<file path="src/rtl/pipe_stage_elastic.sv">
// Elastic pipeline stage: valid/ready payload register with an optional skid entry,
// flush-to-bubble, stall hold, occupancy reporting and a saturating stall counter.
module pipe_stage_elastic #(
    parameter int               WIDTH     = 32,
    parameter int               SKID      = 1,
    parameter logic [WIDTH-1:0] NOP_VALUE = '0,
    parameter int               CNTW      = 16
) (
    input  logic             CLK,
    input  logic             RST,
    input  logic             in_valid,
    output logic             in_ready,
    input  logic [WIDTH-1:0] in_data,
    output logic             out_valid,
    input  logic             out_ready,
    output logic [WIDTH-1:0] out_data,
    input  logic             stall,
    input  logic             flush,
    output logic [1:0]       occupancy,
    output logic [CNTW-1:0]  stall_cnt
);

    // Handshake: a beat moves on a side when valid & ready are both high at the
    // rising edge; valid never depends on ready, and stall/flush force in_ready low.
    logic             r_main_valid;
    logic             r_skid_valid;
    logic [WIDTH-1:0] r_main_data;
    logic [WIDTH-1:0] r_skid_data;
    logic [CNTW-1:0]  r_stall_cnt;

    logic w_accept;
    logic w_drain;
    logic w_cnt_max;

    generate
        if (SKID != 0) begin : g_skid
            // Ready depends only on registered state plus stall/flush, never on out_ready.
            assign in_ready = !r_skid_valid & !stall & !flush;
        end else begin : g_noskid
            assign in_ready = (!r_main_valid | out_ready) & !stall & !flush;
        end
    endgenerate

    assign out_valid = r_main_valid & !stall;
    assign out_data  = r_main_data;
    assign occupancy = {1'b0, r_main_valid} + {1'b0, r_skid_valid};
    assign stall_cnt = r_stall_cnt;

    assign w_accept  = in_valid & in_ready;
    assign w_drain   = out_valid & out_ready;
    assign w_cnt_max = &r_stall_cnt;

    always_ff @(posedge CLK) begin
        if (RST) begin
            r_main_valid <= 1'b0;
            r_skid_valid <= 1'b0;
            r_main_data  <= NOP_VALUE;
            r_skid_data  <= NOP_VALUE;
            r_stall_cnt  <= '0;
        end else begin
            if (stall && r_main_valid && !w_cnt_max) begin
                r_stall_cnt <= r_stall_cnt + {{(CNTW-1){1'b0}}, 1'b1};
            end

            if (flush) begin
                r_main_valid <= 1'b0;
                r_skid_valid <= 1'b0;
                r_main_data  <= NOP_VALUE;
                r_skid_data  <= NOP_VALUE;
            end else if (!stall) begin
                if (w_drain) begin
                    // Skid entry refills main first; accept is impossible while skid is full.
                    if (r_skid_valid) begin
                        r_main_data  <= r_skid_data;
                        r_skid_valid <= 1'b0;
                        r_skid_data  <= NOP_VALUE;
                    end else if (w_accept) begin
                        r_main_data <= in_data;
                    end else begin
                        r_main_valid <= 1'b0;
                        r_main_data  <= NOP_VALUE;
                    end
                end else if (w_accept) begin
                    if (!r_main_valid) begin
                        r_main_data  <= in_data;
                        r_main_valid <= 1'b1;
                    end else begin
                        r_skid_data  <= in_data;
                        r_skid_valid <= 1'b1;
                    end
                end
            end
        end
    end

endmodule
</file>
<file path="config.mk">
export PLATFORM = sky130hd
export DESIGN_NAME = pipe_stage_elastic
export DESIGN_NICKNAME = d
export VERILOG_FILES = /design/src/rtl/pipe_stage_elastic.sv
export SDC_FILE = /design/constraint.sdc
export NUM_CORES = 1
export LEC_CHECK = 0
export CELL_PAD_IN_SITES_DETAIL_PLACEMENT = 1
export CELL_PAD_IN_SITES_GLOBAL_PLACEMENT = 1
export CORE_MARGIN = 2
export CORE_UTILIZATION = 38
export CTS_BUF_LIST = sky130_fd_sc_hd__clkbuf_2
export DETAILED_ROUTE_END_ITERATION = 10
export PLACE_DENSITY = 0.83
export SYNTH_ARGS = -nofsm -noshare
export SYNTH_HDL_FRONTEND = slang
export SYNTH_SLANG_ARGS = --single-unit
</file>
<file path="constraint.sdc">
create_clock -name CLK -period 2.1 [get_ports CLK]
set_clock_uncertainty 0.2 [all_clocks]
set_input_delay 0.21 -clock CLK [delete_from_list [all_inputs] [get_ports CLK]]
set_output_delay 0.21 -clock CLK [all_outputs]
set_load 0.01 [all_outputs]
</file>
======== Word level (Yosys, flattened, before mapping) ========
Cells that the tools add are included.
storage, ports and cells
  bits of input ports ..................... 38
  bits in latches ......................... 0
  register bits ........................... 82
  memory bits (read-only) ................. 0
  output and inout bits ................... 52
  RAM bits ................................ 0
  memories kept ........................... 0
  word-level logic and storage cells ...... 47
operators by class
  shift operators ......................... 0
  multiply operators ...................... 0
  bitwise logic cells ..................... 6
  $lt $le $gt $ge ......................... 0
  divide/modulo/power cells ............... 0
  mux-type cells .......................... 16
  reductions and logical operators ........ 14
  add/subtract/negate cells ............... 2
  equality and inequality tests ........... 4
operator list
  kind                                                    number
  2-to-1 mux 32 bit                                       9
  adder 16 x 1 -> 16 bit (second input constant)          1
  AND reduction 16 bit                                    1
  AND reduction 4 bit                                     2
  2-to-1 mux 1 bit                                        7
  inequality test 2 bit (second input constant)           3
  AND reduction 3 bit                                     2
  AND 1 bit                                               5
  zero test 1 bit                                         4
  nonzero test 2 bit                                      2
  adder 1 x 1 -> 2 bit                                    1
  logical AND 1 bit                                       2
  inequality test 2 x 1 -> 1 bit (second input constant)  1
  OR reduction 2 bit                                      1
  NOT 1 bit                                               1

======== Logic depth before layout (Yosys ltp) ========
  depth in word-level cells ............... 7
  mapped depth ............................ 7
  mapped depth without buffers ............ 5

======== Least setup slack after synthesis ========
No wires, ideal clock.
  path kind ............................... register to register
  start point ............................. reg r_stall_cnt[0] (netlist: stall_cnt[0])
  end point ............................... reg r_stall_cnt[5] (netlist: stall_cnt[5])
  path buffers ............................ 1
  setup slack ............................. 0.198 ns
  data required time ...................... 1.768 ns
  arrival ................................. 1.569 ns
  setup time .............................. 0.132 ns
  period minus slack after synthesis ...... 1.902 ns
  cell stages (with the launch flop) ...... 7
  path through ............................ dfxtp_1 > ha_1 > nand3_1 > nor4_1 > buf_2 > or3_1 > a21oi_1
on the way
  cells in the longest elaborated chain, start to end .. 3
  elaborated cells between the ends (all ways) .. 4
  those cells by class .................... add/sub: 1; reduce/logical: 3
RTL lines
  element                                                         RTL line  text
  from (decl)                                                     29        logic [CNTW-1:0] r_stall_cnt;
  from (signal assigned)                                          62        r_stall_cnt <= r_stall_cnt + {{(CNTW-1){1'b0}}, 1'b1};
  branches (longest 3 deep; another with adder 16 x 1 -> 16 bit)  -
Several ways; the timed one is not identified.
A chain may end at the register's enable or synchronous reset.

======== Final worst setup path ========
  start point ............................. reg r_stall_cnt[8] (netlist: stall_cnt[8])
  end point ............................... out stall_cnt[8]
RTL lines
  element    RTL line  text
  to (decl)  20        output logic [CNTW-1:0] stall_cnt
No word-level cell between the ends.

==> summary.md <==
| Metric | Value |
|---|---|
| Sequential share of the synthesized area | `47.8%` |
| Hold Path Stages | `2` |
| CTS buffer count | `9` |
| Gr usage total | `21.0%` |
| HPWL Detailed | `6.99 mm` |
| Synth Net Count | `375` |
| Met2 usage | `35.3%` |
| Cells along the critical path | `clkdlybuf4s50_1` |
| Initial Util | `39.3%` |
| Clk buf depth | `2` |
| Placed Area | `0.00456 sq mm` |
| Max Slew Vio Count | `0` |
| Grt total ovfl | `0` |
| Critical Path AT | `1.60 ns` |
| Max-cap violations | `0` |
| Worst EP required | `1.69 ns` |
| Busiest grt layer | `met2` |
| Remaining DRCs | `0` |
| Tmin final | `2.01 ns` |
| Reg2reg path depth | `6` |
| Final hold violation count | `0` |
| Run status | `finished clean` |
| Yosys warns | `0` |
| Met1 GRT Util | `27.6%` |
| DP Worst Slack | `-0.176 ns` |
| PwrDens | `575 mW/mm^2` |
| DR vias | `3118` |
| Clock sink count | `82` |
| H-tree Lvls | `3` |
| Row cnt | `34` |
| Top delay family on crit path | `buffers and inverters` |
| Total power | `2.70 mW` |
| Share of cells above drive strength 1 | `18.9%` |
| Main synth FF type | `dfxtp_1` |
| Mapped cell area | `0.00343 sq mm` |
| Largest net degree at the start of global routing | `35` |
| Critical path type | `register to primary output` |
| First-pass GRT wire length | `16.8 mm` |
| Setup ws final | `0.0916 ns` |
| Final period util | `95.6%` |
| Die width | `99.0 microns` |
| Port Buf Inserts | `89` |
| Hold crit path type | `input port to register` |
| Antenna diodes | `0` |
| First-pass DRT Iterations | `4` |
| Slew HR | `68.2%` |
| Area growth syn-to-layout | `36.8%` |
| Via/cell ratio | `5.70` |
| Dominant cell type by area after synthesis | `dfxtp_1` |
| Buffers and inverters on the worst path | `1` |
| Die ar. | `0.00980 sq mm` |
| WL final | `10.1 mm` |
| Top cell type's share of synthesized area | `47.8%` |
| Initial antenna violation count | `0` |
| Clock Latency Late Sink | `0.51 ns` |
| Final Util | `53.8%` |
| Synth Register Bits | `82` |
| CP max stage cell | `clkdlybuf4s50_1` |
| CTS tree | `done` |
| Static leakage | `1.67 nW` |
| Vias in the first global route | `3296` |
| Die Span Y | `99.0 microns` |
| Synth top area cells | `dfxtp_1, a221oi_2, a22o_1` |
| RSZ-0062 raised after global routing | `false` |
| Ports | `90` |
| Post-synth ARST share | `0%` |
| F_max | `498 MHz` |
| Post-synth EDFFs | `0` |
| CP max stage delay | `0.60 ns` |
| Post-synth cell types | `45` |
| Core area | `0.00872 sq mm` |
| Mapped Cells | `335` |
| Iter 0 DRT Violations | `95` |
| Finish-stage setup viols | `0` |
| Detail Route Antenna Nets | `0` |
| CP startpoint kind | `register` |
| Clk slew on worst S/H paths | `0.23 ns` |
| Syn avg cell area | `10.2 sq um` |
| Global Route met3 Usage | `3.62%` |
| Crit path depth | `1` |
| Final Wtd Congestion | `0.771` |
| Fin nets | `474` |
| Clk root buf | `clkbuf_2` |
| Worst vdd ir | `0.000332 V` |
| Peak fanout along the critical path | `6` |
| Slew @ Worst Pin | `0.472 ns` |
| Critical Path Sink Type | `primary output` |
| Final instance area | `0.00469 sq mm` |
| Wirelength per Cell | `18.4 microns` |
==> synthesized netlist by cell type (2+ instances only) <==
library cell / number
dfxtp_1: 82
nor2_1: 40
nor3_1: 35
a22o_1: 32
a221oi_2: 30
a21oi_1: 11
clkbuf_1: 11
buf_2: 10
o21ai_0: 8
nand2_1: 7
nand4_1: 7
or3_1: 6
nand3_1: 5
nor2b_1: 4
o31ai_1: 4
and3_1: 3
and4_1: 3
buf_6: 3
or4_1: 3
a221oi_1: 2
buf_4: 2
ha_1: 2
inv_1: 2
mux2_2: 2
==> power breakdown <==
part           switching (mW)  leakage [nW]  internal (mW)
sequential             0.0114         0.665           1.58
clock                   0.547        0.0630          0.269
combinational           0.143         0.940          0.151
==> kinds of logic (layout without fill, tap and decap cells) <==
kind of cell,Yosys count,count (layout),synth area share (%)
buffers and inverters,30,134,4.67
AOI/OAI and AO/OA,98,98,28.1
adders and majority gates,2,2,0.729
muxes,3,3,0.948
DFF,82,82,47.8
and+or+nand+nor,119,119,17.4
xor gates and xnor gates,1,1,0.255
==> layout make-up <==
class,count,area [sq um]
Clock buffer,10,50.0
Clock inverter,6,57.6
Multi-Input combinational cell,223,1640
Inverter,2,7.51
Timing Repair Buffer,116,1150
Sequential cell,82,1650
Fill cell,981,4030
Tap cell,108,135
==> metrics by stage <==
stage	instances	TNS [ns]	hold WS (ns)
final	547	0	0.121
after global routing	547	0	0.0940
after CTS	546	0	0.0861
after detailed placement	530	-4.51	0.271
after global placement	530	-2.47	0.262
after floorplan	335	0	0.106
==> cells in the final DEF (no fill, tap or decap), types with 4 or more instances in the layout <==
cell	instances
clkdlybuf4s50_1	85
nand2_1	7
nor2_1	40
a221oi_2	30
nand3_1	5
o31ai_1	4
nand4_1	7
nor3_1	35
a21oi_1	10
dfxtp_2	5
buf_12	5
dfxtp_1	77
clkbuf_2	10
o21ai_0	8
or3_1	6
buf_4	22
a22o_1	32
nor2b_1	4
==> registers in the layout, summed over array words and instances (netlist names) <==
name,count
out_data,32
r_main_valid,1
r_skid_data,32
r_skid_valid,1
stall_cnt,16
==> metal layers <==
metal  share of wire (%)  vias up
li1                    -     1489
met1                  46     1550
met2                  49       69
met3                 4.0       10
met4                 1.1        0
met5                   0        -
==> repair_timing <==
action / CTS / global route
gates resized for setup: 5 / 5
setup buffers: 0 / 1
hold buffers: 0 / 0
endpoints found under the setup margin: 4 / 8
==> path summary, 6_finish.rpt <==
kind	start	endpoint	slack, ns
worst min register to register	out_data[7]	out_data[7]	0.31
worst min-delay path	in_data[10]	r_skid_data[10]	0.12
worst max-delay path	stall_cnt[8]	stall_cnt[8]	0.09
worst max register to register	r_skid_valid	out_data[5]	0.14
==> worst register-to-register path, delay by kind of cell (launching register included) <==
family                 cells  cell delay [ns]
AND/OR/NAND/NOR            3             0.79
buffers and inverters      2             0.37
AO/OA/AOI/OAI              1             0.18
flip-flops                 1             0.36
Note: power is estimated with default switching activity, not from simulation.
